--- src/rtl/spm_bus_if_pkg.sv ---
// Shared definitions for the SPM system-bus slave: default widths, bus
// polarities and the 3-bit state encoding of the bus interface FSM.
package spm_bus_if_pkg;

  localparam int unsigned SPM_ADDR_W = 12;
  localparam int unsigned SPM_DATA_W = 32;
  localparam int unsigned SPM_DEPTH  = 2 ** SPM_ADDR_W;

  // Bus polarities: strobes and rdy_ are active-low, rw=1 means read.
  localparam logic ENABLE   = 1'b1;
  localparam logic DISABLE  = 1'b0;
  localparam logic ENABLE_  = 1'b0;
  localparam logic DISABLE_ = 1'b1;
  localparam logic READ     = 1'b1;
  localparam logic WRITE    = 1'b0;

  typedef enum logic [2:0] {
    SPM_IF_IDLE      = 3'd0,
    SPM_IF_RD_WAIT   = 3'd1,
    SPM_IF_RMW_RD    = 3'd2,
    SPM_IF_RMW_MERGE = 3'd3,
    SPM_IF_DONE      = 3'd4
  } spm_if_state_e;

endpackage

--- src/rtl/spm_bus_if.sv ---
// System-bus slave for the scratchpad memory. Converts single bus
// transactions into accesses on RAM port B; partial writes run as
// read-modify-write because the RAM has no byte enables.
// Ports:
//   clk, reset              clock, synchronous active-high reset
//   cs_, as_, rw            chip select, address strobe (active-low), read/write
//   addr, be, wr_data       word address, byte enables, write data
//   rd_data, rdy_           read data (0 unless rdy_ low), one-cycle done pulse
//   ram_addr/ram_din/ram_we registered RAM port-B controls
//   ram_dout                RAM port-B read data, one-cycle registered latency
module spm_bus_if
  import spm_bus_if_pkg::*;
#(
  parameter int unsigned ADDR_W = SPM_ADDR_W,
  parameter int unsigned DATA_W = SPM_DATA_W
) (
  input  logic                clk,
  input  logic                reset,
  input  logic                cs_,
  input  logic                as_,
  input  logic                rw,
  input  logic [ADDR_W-1:0]   addr,
  input  logic [DATA_W/8-1:0] be,
  input  logic [DATA_W-1:0]   wr_data,
  output logic [DATA_W-1:0]   rd_data,
  output logic                rdy_,
  output logic [ADDR_W-1:0]   ram_addr,
  output logic [DATA_W-1:0]   ram_din,
  output logic                ram_we,
  input  logic [DATA_W-1:0]   ram_dout
);

  localparam int unsigned BE_W = DATA_W / 8;

  // Byte-wise merge: enabled lanes take new data, others keep the old word.
  function automatic logic [DATA_W-1:0] byte_merge(input logic [DATA_W-1:0] old_w,
                                                   input logic [DATA_W-1:0] new_w,
                                                   input logic [BE_W-1:0]   en);
    logic [DATA_W-1:0] r;
    r = old_w;
    for (int i = 0; i < int'(BE_W); i++) begin
      if (en[i]) r[8*i +: 8] = new_w[8*i +: 8];
    end
    return r;
  endfunction

  spm_if_state_e     state_q, state_d;
  logic [BE_W-1:0]   be_q, be_d;
  logic [DATA_W-1:0] wdata_q, wdata_d;
  logic [ADDR_W-1:0] ram_addr_d;
  logic [DATA_W-1:0] ram_din_d;
  logic              ram_we_d;
  logic              rdy_d;
  logic              rd_valid_q, rd_valid_d;
  logic              accept;

  assign accept = (cs_ == ENABLE_) && (as_ == ENABLE_);

  // RAM output is already registered and lands in the rdy_ cycle, so the
  // read path is gated by a registered valid instead of re-registered.
  assign rd_data = rd_valid_q ? ram_dout : '0;

  // Next-state and next-output logic.
  always_comb begin
    state_d    = state_q;
    be_d       = be_q;
    wdata_d    = wdata_q;
    ram_addr_d = ram_addr;
    ram_din_d  = ram_din;
    ram_we_d   = DISABLE;
    rdy_d      = DISABLE_;
    rd_valid_d = 1'b0;
    unique case (state_q)
      SPM_IF_IDLE: begin
        if (accept) begin
          be_d    = be;
          wdata_d = wr_data;
          if (rw == READ) begin
            ram_addr_d = addr;
            state_d    = SPM_IF_RD_WAIT;
          end else if (be == {BE_W{1'b1}}) begin
            ram_addr_d = addr;
            ram_din_d  = wr_data;
            ram_we_d   = ENABLE;
            rdy_d      = ENABLE_;
          end else if (be == '0) begin
            rdy_d = ENABLE_;
          end else begin
            ram_addr_d = addr;
            state_d    = SPM_IF_RMW_RD;
          end
        end
      end
      SPM_IF_RD_WAIT: begin
        rdy_d      = ENABLE_;
        rd_valid_d = 1'b1;
        state_d    = SPM_IF_IDLE;
      end
      SPM_IF_RMW_RD: begin
        state_d = SPM_IF_RMW_MERGE;
      end
      SPM_IF_RMW_MERGE: begin
        ram_din_d = byte_merge(ram_dout, wdata_q, be_q);
        ram_we_d  = ENABLE;
        rdy_d     = ENABLE_;
        state_d   = SPM_IF_DONE;
      end
      SPM_IF_DONE: begin
        state_d = SPM_IF_IDLE;
      end
      default: begin
        state_d = SPM_IF_IDLE;
      end
    endcase
  end

  // State and output registers.
  always_ff @(posedge clk) begin
    if (reset) begin
      state_q    <= SPM_IF_IDLE;
      be_q       <= '0;
      wdata_q    <= '0;
      ram_addr   <= '0;
      ram_din    <= '0;
      ram_we     <= DISABLE;
      rdy_       <= DISABLE_;
      rd_valid_q <= 1'b0;
    end else begin
      state_q    <= state_d;
      be_q       <= be_d;
      wdata_q    <= wdata_d;
      ram_addr   <= ram_addr_d;
      ram_din    <= ram_din_d;
      ram_we     <= ram_we_d;
      rdy_       <= rdy_d;
      rd_valid_q <= rd_valid_d;
    end
  end

endmodule

--- config.mk ---
export PLATFORM = sky130hd
export DESIGN_NAME = spm_bus_if
export DESIGN_NICKNAME = d
export VERILOG_FILES = /design/src/rtl/spm_bus_if_pkg.sv /design/src/rtl/spm_bus_if.sv
export SDC_FILE = /design/constraint.sdc
export NUM_CORES = 1
export LEC_CHECK = 0
export ABC_AREA = 1
export CORE_ASPECT_RATIO = 0.7
export CORE_UTILIZATION = 43
export CTS_CLUSTER_SIZE = 20
export DETAILED_ROUTE_END_ITERATION = 8
export PLACE_DENSITY = 0.76
export SLEW_MARGIN = 0
export SYNTH_ARGS = -nofsm -noshare
export SYNTH_HDL_FRONTEND = slang
export SYNTH_SLANG_ARGS = --single-unit
--- constraint.sdc ---
create_clock -name clk -period 1.4 [get_ports clk]
set_input_delay 0.14 -clock clk [delete_from_list [all_inputs] [get_ports clk]]
set_output_delay 0.14 -clock clk [all_outputs]
set_load 0.005 [all_outputs]
==> impl_metrics.ini <==
[placement]
place.port_buffers = 162
hpwl_um = 9430
postPlaceCellArea_sq_um = 6360
finalWeightedCongestion = 0.786
dp.cells = 1009

[setup_path]
cp_max_fo = 8
worstSetupPathType = flip-flop to flip-flop
endpoint_kind = flip-flop
required_ps = 1620
startpoint_type = flip-flop
cp.arrival_ps = 1710

[job]
cap_viol_max_count = 0

[power_and_ir_drop]
pwr-share-seq_pct = 42.9
finalPower_w = 0.00607
swShare_pct = 24.8
combPwrFrac_pct = 17.4
p_sw_w = 0.00151
leakage_nw = 3.65
ir_worst_vdd_mv = 0.846
clock_power_share_pct = 39.7
internal_power_w = 0.00457
power_density_nw_per_um2 = 842

[layout]
most-common-layout-cells = 272 x nand2_1, 130 x clkdlybuf4s50_1, 94 x inv_1
final_util_pct = 72.5
area_growth_pct = 59.9
drive_gt1_share_pct = 19.3
diodes = 0
final_common_cell = nand2_1
num-nets-final = 997
fillers = 816
layout.cells.non_filler = 1045
final_area_sq_um = 7210

[timing]
min_period_ps = 1480
max_freq_ghz = 0.674
slew_viol_final = 0
finalHoldViolations = 0
rsz0062_at_grt = yes
post-route-period-util_pct = 106
relSlewSlack_pct = 70.3
clock_skew_ps = 4.94
setup_ws_ps = -84.2
worst_pin_slew_ps = 445
setup_viol = 49

[clock_network]
cts.sink_count = 86
clk_pin_slew_ps = 60
clockBufferDepth = 2
root_buffer = clkbuf_16
htreeDepth = 3
insertion_delay_ps = 330
numCtsBuffers = 9
cts_tree = built

[synth]
ys_ff_latch = 86
yosysTopAreaCellShare_pct = 38.2
yosysSeqAreaShare_pct = 38.2
synthDistinctLibCells = 21
synth-warning-count = 0
synth_area_sq_um = 4510
synth_cells = 733
syn_area_per_cell_sq_um = 6.15
yosysTopAreaCell = dfxtp_1
syn_nets = 818
synth.area.top_cells = dfxtp_1 38%, nand2_1 23%, a21oi_1 8.0%

[global_routing]
grt_use_total_pct = 25.2
grt_max_degree = 39
grt_pass1_wl_um = 22200
grt_use_met3_pct = 6.48
antenna_found_initial = 0
grt_util_met1_pct = 33.9
grt_pass1_vias = 4624
grt_use_met2_pct = 41.8
grt_busiest_layer = met2
gr-total-overflow = 0

[detailed_routing]
routed_wl_um = 15100
dr.pass1.iters = 5
drc = 0
vias = 5187
drt_iter0_drc = 352
ant_nets = 0
via_per_inst = 4.96
wl_per_cell_um = 14.4

[die]
die-area_sq_um = 10900
rows = 30
io_pins = 163
start_util_pct = 45.3
fp.dieH_um = 87.7
die_w_um = 124
core-area_sq_um = 9950

[min_path]
hp-class = input port to flip-flop

[run_status]
outcome = complete, but fails checks
violations = setup timing
-- timing repair --
item	4_1_cts	5_1_grt
setup buffers	4	6
hold buffers	0	0
cloned	2	8
gates resized for setup	63	116
pin swaps	0	18
setup endpoints to repair	45	49
-- cells by family after synthesis --
kind of cell	after synthesis	synth area share (%)
compound gates	112	12.5
buf+inv	148	14.3
flops	86	38.2
simple gates	387	35.1
-- worst max-delay path, stage by stage (launching register included) --
cell and delay (ps):
dfxtp_2 330, nor2_4 130, nand2_2 110, nor2_4 220, buf_6 170, nand2_8 80, buf_12 150, o21ai_2 110
nor2_1 70
-- layout make-up --
cell class,count,area (sq um),area share [%]
clock buffer,12,256,3.56
clock inverter,4,45.0,0.625
inverter,100,383,5.31
multi-input combinational,499,2430,33.7
sequential,86,1730,24.0
tap,128,160,2.22
timing repair buffer,215,2200,30.5
timing repair inverter,1,7.51,0.104
-- cells in the mapped netlist --
master,instances
a21oi_1,72
buf_1,4
buf_2,22
buf_6,8
clkbuf_1,14
clkinv_1,1
dfxtp_1,86
inv_1,96
inv_2,3
nand2_1,281
nand2_2,3
nand3_1,25
nand3_2,11
nand4_1,3
nor2_1,60
nor2_2,2
nor2_4,1
nor3_1,1
o21ai_0,21
o21ai_1,18
o21bai_1,1
-- final timing paths --
check | from | endpoint | slack (ps) | cells past startpoint
min | wr_data[5] | wdata_q[5] | 400 | 3
max reg2reg | state_q[2] | ram_addr[9] | -80 | 8
max | state_q[2] | ram_addr[9] | -80 | 8
min reg2reg | wdata_q[15] | wdata_q[15] | 470 | 2
-- through the flow --
step                setup slack (ps)  TNS [ps]  hold WS, ps
floorplan                        130         0          280
global placement                -168     -9040          452
detailed placement              -256    -12340          457
CTS                             -207     -1030          389
global route                    -138     -5620          413
finish                         -84.2     -1970          397
-- layer usage --
layer | up-vias | wire (um) | part of all wire [%]
met1 | 2373 | 6720 | 45
met4 | 0 | 154 | 1.0
met2 | 213 | 7000 | 46
met5 | - | 0 | 0
met3 | 15 | 1200 | 8.0
li1 | 2586 | - | -
-- state kept, by name, summed over array words and instances (netlist names) --
name,count
ram_din,32
wdata_q,32
ram_addr,12
be_q,4
state_q,3
ram_we,1
rd_valid_q,1
rdy_,1
-- power groups by stage --
stage / sequential (W) / combinational, W / clock, W
floorplan: 0.00265 / 0.000409 / 0
global placement: 0.00265 / 0.000915 / 0
detailed placement: 0.00265 / 0.000935 / 0
CTS: 0.00260 / 0.000949 / 0.00244
global route: 0.00262 / 0.00115 / 0.00255
finish: 0.00261 / 0.00106 / 0.00241
No activity file was read; power rests on OpenSTA's default activity.
